===== src/rtl/axi_master_arbiter_pkg.sv =====
// Shared widths, state/owner encodings and command record for the two-port
// arbiter that fronts the axi_master bridge.
package axi_master_arbiter_pkg;

  localparam int unsigned ADDR_WIDTH = 32;
  localparam int unsigned DATA_WIDTH = 32;
  localparam int unsigned STRB_WIDTH = 4;

  localparam logic [1:0] RESP_OKAY   = 2'b00;
  localparam logic [1:0] RESP_SLVERR = 2'b10;

  typedef enum logic [1:0] {
    ST_IDLE,
    ST_ISSUE,
    ST_WAIT,
    ST_DONE
  } arb_state_t;

  typedef enum logic {
    OWNER_P0 = 1'b0,
    OWNER_P1 = 1'b1
  } owner_t;

  typedef struct packed {
    logic                  rd0_wr1;
    logic [ADDR_WIDTH-1:0] addr;
    logic [DATA_WIDTH-1:0] wdata;
    logic [STRB_WIDTH-1:0] strb;
  } cmd_t;

endpackage


===== src/rtl/axi_master_arbiter_rr_arb2.sv =====
// Two-input arbiter: one-hot grant from the requests and the last-grant pointer
// kept by the parent. Purely combinational.
module rr_arb2 #(
  parameter bit FIXED_PRIO = 1'b0
) (
  input  logic [1:0] req,
  input  logic       last_p1,
  output logic [1:0] gnt
);

  always_comb begin
    gnt = '0;
    case (req)
      2'b01:   gnt = 2'b01;
      2'b10:   gnt = 2'b10;
      // On a tie, port 0 wins under fixed priority or when port 1 went last
      2'b11:   gnt = (FIXED_PRIO || last_p1) ? 2'b01 : 2'b10;
      default: gnt = '0;
    endcase
  end

endmodule


===== src/rtl/axi_master_arbiter.sv =====
// Shares one axi_master bridge between the fetch (port 0) and LSU (port 1)
// requesters; one command in flight, result routed back to the owning port.
module axi_master_arbiter
  import axi_master_arbiter_pkg::*;
#(
  parameter bit FIXED_PRIO = 1'b0
) (
  input  logic                  ACLK,
  input  logic                  ARESETn,
  input  logic                  p0_req,
  input  logic                  p0_rd0_wr1,
  input  logic [ADDR_WIDTH-1:0] p0_addr,
  input  logic [DATA_WIDTH-1:0] p0_wdata,
  input  logic [STRB_WIDTH-1:0] p0_strb,
  output logic                  p0_gnt,
  output logic                  p0_done,
  output logic [DATA_WIDTH-1:0] p0_rdata,
  output logic [1:0]            p0_resp,
  input  logic                  p1_req,
  input  logic                  p1_rd0_wr1,
  input  logic [ADDR_WIDTH-1:0] p1_addr,
  input  logic [DATA_WIDTH-1:0] p1_wdata,
  input  logic [STRB_WIDTH-1:0] p1_strb,
  output logic                  p1_gnt,
  output logic                  p1_done,
  output logic [DATA_WIDTH-1:0] p1_rdata,
  output logic [1:0]            p1_resp,
  output logic                  M_access,
  output logic                  M_rd0_wr1,
  output logic [ADDR_WIDTH-1:0] M_addr,
  output logic [DATA_WIDTH-1:0] M_write_data,
  output logic [STRB_WIDTH-1:0] M_write_strobe,
  input  logic                  ready_M,
  input  logic [DATA_WIDTH-1:0] read_data_M,
  input  logic                  read_data_valid_M,
  input  logic [1:0]            resp_M
);

  arb_state_t            state, state_nxt;
  owner_t                owner;
  logic                  last_p1;
  cmd_t                  cmd, p0_cmd, p1_cmd;
  logic [DATA_WIDTH-1:0] res_rdata;
  logic [1:0]            res_resp;
  logic [1:0]            req, win;
  logic                  take;

  // The result register samples every busy cycle, so the valid strobe is not needed
  logic unused_rvalid;
  assign unused_rvalid = read_data_valid_M;

  assign req    = {p1_req, p0_req};
  assign p0_cmd = '{rd0_wr1: p0_rd0_wr1, addr: p0_addr, wdata: p0_wdata, strb: p0_strb};
  assign p1_cmd = '{rd0_wr1: p1_rd0_wr1, addr: p1_addr, wdata: p1_wdata, strb: p1_strb};
  assign take   = (state == ST_IDLE) && ready_M && (|req);

  rr_arb2 #(.FIXED_PRIO(FIXED_PRIO)) u_rr_arb2 (
    .req     (req),
    .last_p1 (last_p1),
    .gnt     (win)
  );

  always_ff @(posedge ACLK or negedge ARESETn) begin
    if (!ARESETn) state <= ST_IDLE;
    else          state <= state_nxt;
  end

  always_comb begin
    state_nxt = state;
    case (state)
      ST_IDLE:  if (take) state_nxt = ST_ISSUE;
      ST_ISSUE: state_nxt = ST_WAIT;
      ST_WAIT:  if (ready_M) state_nxt = ST_DONE;
      ST_DONE:  state_nxt = ST_IDLE;
      default:  state_nxt = ST_IDLE;
    endcase
  end

  always_ff @(posedge ACLK or negedge ARESETn) begin
    if (!ARESETn) begin
      owner     <= OWNER_P0;
      last_p1   <= 1'b1;
      cmd       <= '0;
      res_rdata <= '0;
      res_resp  <= '0;
    end else begin
      if (take) begin
        owner   <= win[1] ? OWNER_P1 : OWNER_P0;
        last_p1 <= win[1];
        cmd     <= win[1] ? p1_cmd : p0_cmd;
      end
      // Last low-ready cycle is the bridge's RVALID/BVALID beat
      if (state == ST_WAIT && !ready_M) begin
        res_rdata <= read_data_M;
        res_resp  <= resp_M;
      end
    end
  end

  always_comb begin
    M_access = 1'b0;
    p0_gnt   = 1'b0;
    p1_gnt   = 1'b0;
    p0_done  = 1'b0;
    p1_done  = 1'b0;
    p0_rdata = '0;
    p1_rdata = '0;
    p0_resp  = '0;
    p1_resp  = '0;
    case (state)
      ST_ISSUE: begin
        M_access = 1'b1;
        p0_gnt   = (owner == OWNER_P0);
        p1_gnt   = (owner == OWNER_P1);
      end
      ST_DONE: begin
        if (owner == OWNER_P0) begin
          p0_done  = 1'b1;
          p0_rdata = res_rdata;
          p0_resp  = res_resp;
        end else begin
          p1_done  = 1'b1;
          p1_rdata = res_rdata;
          p1_resp  = res_resp;
        end
      end
      default: ;
    endcase
  end

  assign M_rd0_wr1      = cmd.rd0_wr1;
  assign M_addr         = cmd.addr;
  assign M_write_data   = cmd.wdata;
  assign M_write_strobe = cmd.strb;

endmodule


===== config.mk =====
export PLATFORM = sky130hd
export DESIGN_NAME = axi_master_arbiter
export DESIGN_NICKNAME = d
export VERILOG_FILES = /design/src/rtl/axi_master_arbiter_pkg.sv /design/src/rtl/axi_master_arbiter_rr_arb2.sv /design/src/rtl/axi_master_arbiter.sv
export SDC_FILE = /design/constraint.sdc
export NUM_CORES = 1
export LEC_CHECK = 0
export BUFFER_PORTS_ARGS = -buffer_cell sky130_fd_sc_hd__buf_2
export CORE_MARGIN = 2
export CORE_UTILIZATION = 35
export CTS_CLUSTER_DIAMETER = 50
export CTS_CLUSTER_SIZE = 16
export DETAILED_ROUTE_END_ITERATION = 16
export GPL_TIMING_DRIVEN = 0
export PLACE_DENSITY = 0.7
export SYNTH_ARGS = -nofsm -noshare
export SYNTH_HDL_FRONTEND = slang
export SYNTH_SLANG_ARGS = --single-unit
export TNS_END_PERCENT = 50

===== constraint.sdc =====
create_clock -name ACLK -period 1.4 [get_ports ACLK]
set_input_delay 0.28 -clock ACLK [delete_from_list [all_inputs] [get_ports ACLK]]
set_output_delay 0.28 -clock ACLK [all_outputs]
set_load 0.005 [all_outputs]

==> run metrics <==
status complete, but fails checks; failing checks negative setup slack; Final WS setup -0.514 ns; Power, Total 0.0170 W; Lkg Pwr 4.44 nW; CTS Buf Count 9; clk_skew 0.00774 ns; pre-CTS setup slack -0.625 ns; min-delay src p0_addr[30]; Tmin final 1.91 ns; internal power 0.0110 W; final setup TNS -61.51 ns; Die W 125 um; Avg Synthesized Cell Area 9.28 um2; final setup fails 179; placed cells 1,055; Sw Ratio 35.0%; IO Port Bufs 318; I/O pins 320; Worst R2R Path Depth 9; Reg area 2680 um2; Tightest Pin Transition 0.631 ns; DRT Wirelength 18,900 um; Final Hold Fails 0; total grt overflow 0; core area 14,400 um2; CP endpoint kind output pin; drt via density 4.91; total number of vias 5,442; worst setup path class flop to output pin; synth warn 0; Max Transition Viols Final 0; DRT iter0 DRCs 216; DIE AREA 15,600 um2; area of the multi-input gates 2620 um2; Startpoint Class flop; htree depth 3; number of nets in the layout 1,100; PD cells 1990 nW/um2; first-pass GRT wire length 27,800 um; syn nets 734; Clock Tree Buf Depth 2; layout cell share with drive strength beyond 1 56.0%; CTS Sinks 107; Clock Pin Slew Worst Setup and Hold Paths 0.07 ns; Starting Density 35.5%; Fmax 522 MHz; clk_lat worst skew 0.35 ns; Psw 0.00594 W; worst min-delay path class input port to flop; maximum net fanout on the critical path 6; RSZ-0062 raised after global routing yes; Max-slew headroom 58.0%; Detailed Place HPWL 12,800 um; register share of total power 34.1%; Hold EP M_addr[30]; pin count of the biggest net entering global routing 64; # rows 44; R2R Path End state[1]; proportion of power drawn by the clock network 16.0%; CTS tree built; Finished Layout Cells 1,109; VDD IR max 763 uV; Hold Slack 0.158 ns; CTS root buf clkbuf_16; Min-Delay Path Depth 3; Comb power frac 49.9%; WL/cell 17.0 um; r2r setup slk -0.46 ns; Area growth syn-to-layout 66.4%; total of max-cap violations 0; DIE HEIGHT 125 um; initial antenna violation count 2; Final Cycle Share 137%; sequential share of the synthesized area 52.3%; Final ANT Viol Nets 0; Pre-antenna DRT Iters 4; Post-Synthesis Cells 552; # fillers 1,254; Worst Path Arrival 1.63 ns; WP data required 1.12 ns; post-synth cell types 25; critical register-to-register path startpoint state[0]; #FFs+latches synth 107; Post-route DRC 0; vias in the first global route 5,236; Routability Congestion 0.838; GRT Total Usage 22.3%; mapped cell area 5120 um2
-- worst max-delay path by stage --
stage                     startpoint               end  slack [ns]  cells after the start
after CTS                   state[1]      p0_rdata[16]       -0.49                      5
after global placement       ARESETn  M_write_data[31]       -1.25                      1
after floorplan             state[0]     res_rdata[10]       -0.08                      6
final                       state[0]      p0_rdata[14]       -0.51                      6
after detailed placement    state[0]  M_write_data[19]       -0.63                      7
after global routing        state[0]      p0_rdata[27]       -0.55                      6
-- synthesized netlist by cell type --
cell / instances / area (um2)
a21oi_1: 138 / 691
dfrtp_1: 106 / 2650
nand2_1: 69 / 259
nor2_1: 69 / 259
and2_1: 36 / 225
mux2_2: 35 / 394
and3_1: 34 / 213
buf_2: 23 / 115
clkbuf_1: 14 / 52.6
buf_6: 4 / 45.0
ha_1: 4 / 50.1
buf_4: 3 / 22.5
nor2b_1: 3 / 18.8
inv_1: 2 / 7.51
o21ai_0: 2 / 10.0
a21bo_1: 1 / 10.0
a21boi_2: 1 / 11.3
a31oi_1: 1 / 6.26
a32o_1: 1 / 10.0
a41oi_1: 1 / 8.76
clkbuf_2: 1 / 5.00
dfstp_2: 1 / 26.3
o211a_1: 1 / 10.0
o211ai_2: 1 / 12.5
o22a_1: 1 / 8.76
-- worst max-delay path: stages, from the launching register on --
cell	delay [ns]
dfrtp_2	0.43
ha_4	0.19
nor2b_4	0.13
buf_6	0.13
buf_8	0.13
and2_4	0.17
buf_6	0.11
-- final cells by class --
class	instances	share of cell area, %
multi-input combinational	399	30.7
antenna	2	0.0587
clock inverter	4	0.880
clock buffer	12	2.77
tap	184	2.70
sequential	107	31.4
buffer	44	5.56
timing repair buffer	355	25.7
inverter	2	0.147
-- registers in the layout (all words and copies together) (netlist names) --
signal / count
M_addr: 32
M_write_data: 32
res_rdata: 32
M_write_strobe: 4
res_resp: 2
state: 2
M_rd0_wr1: 1
last_p1: 1
owner: 1
-- layer usage --
metal	up-vias	track usage (%)	share of wire, %
li1	2591	-	-
met1	2592	27.7	41
met2	229	38.2	51
met3	30	4.88	5.9
met4	0	8.17	2.4
met5	-	0	0
-- logic make-up (layout without fill, tap and decap cells) --
| family | Yosys count | in the layout | synth area share, % |
|---|---|---|---|
| buffers and inverters | 47 | 417 | 4.84 |
| muxes | 35 | 35 | 7.69 |
| and+or+nand+nor | 211 | 212 | 19.0 |
| adders and majority gates | 4 | 4 | 0.977 |
| other | 0 | 2 | 0 |
| AOI/OAI and AO/OA | 148 | 148 | 15.2 |
| DFF | 107 | 107 | 52.3 |
-- cell usage in the layout, fill, tap and decap left out, types with 3 or more instances in the layout --
cell	Yosys	layout
a21oi_1	138	111
a21oi_2	0	25
and2_1	36	20
and2_4	0	16
and3_1	34	28
and3_4	0	6
buf_12	0	5
buf_16	0	3
buf_2	23	316
buf_4	3	18
buf_6	4	31
buf_8	0	14
clkbuf_1	14	3
clkbuf_16	0	14
clkbuf_8	0	5
dfrtp_1	106	104
ha_4	0	3
mux2_2	35	5
mux2_4	0	30
nand2_1	69	69
nor2_1	69	62
nor2_2	0	4
nor2_4	0	3
-- repair_timing --
| item | in CTS | in global routing |
|---|---|---|
| hold buffers | 1 | 0 |
| pin swaps | 12 | 10 |
| endpoints found under the hold margin | 44 | 0 |
| gates resized for setup | 119 | 104 |
| setup buffers | 16 | 7 |
| cloned | 6 | 7 |
| endpoints found under the setup margin | 178 | 179 |
-- power by group through the flow --
stage               clock [W]  sequential, W  combinational, W
finish                0.00272        0.00579           0.00847
global route          0.00293        0.00598           0.00923
floorplan                   0        0.00558           0.00333
detailed placement          0        0.00565           0.00609
CTS                   0.00279        0.00569           0.00725
global placement            0        0.00562           0.00594
-- per-stage QoR --
stage / cell area, um2 / util, %
2_1_floorplan: 5170 / -
3_3_place_gp: 6990 / 48.4
3_5_place_dp: 7020 / 48.7
4_1_cts: 7990 / 55.4
5_1_grt: 8530 / 59.1
6_report: 8530 / 59.1
No activity file was read; power rests on OpenSTA's default activity.
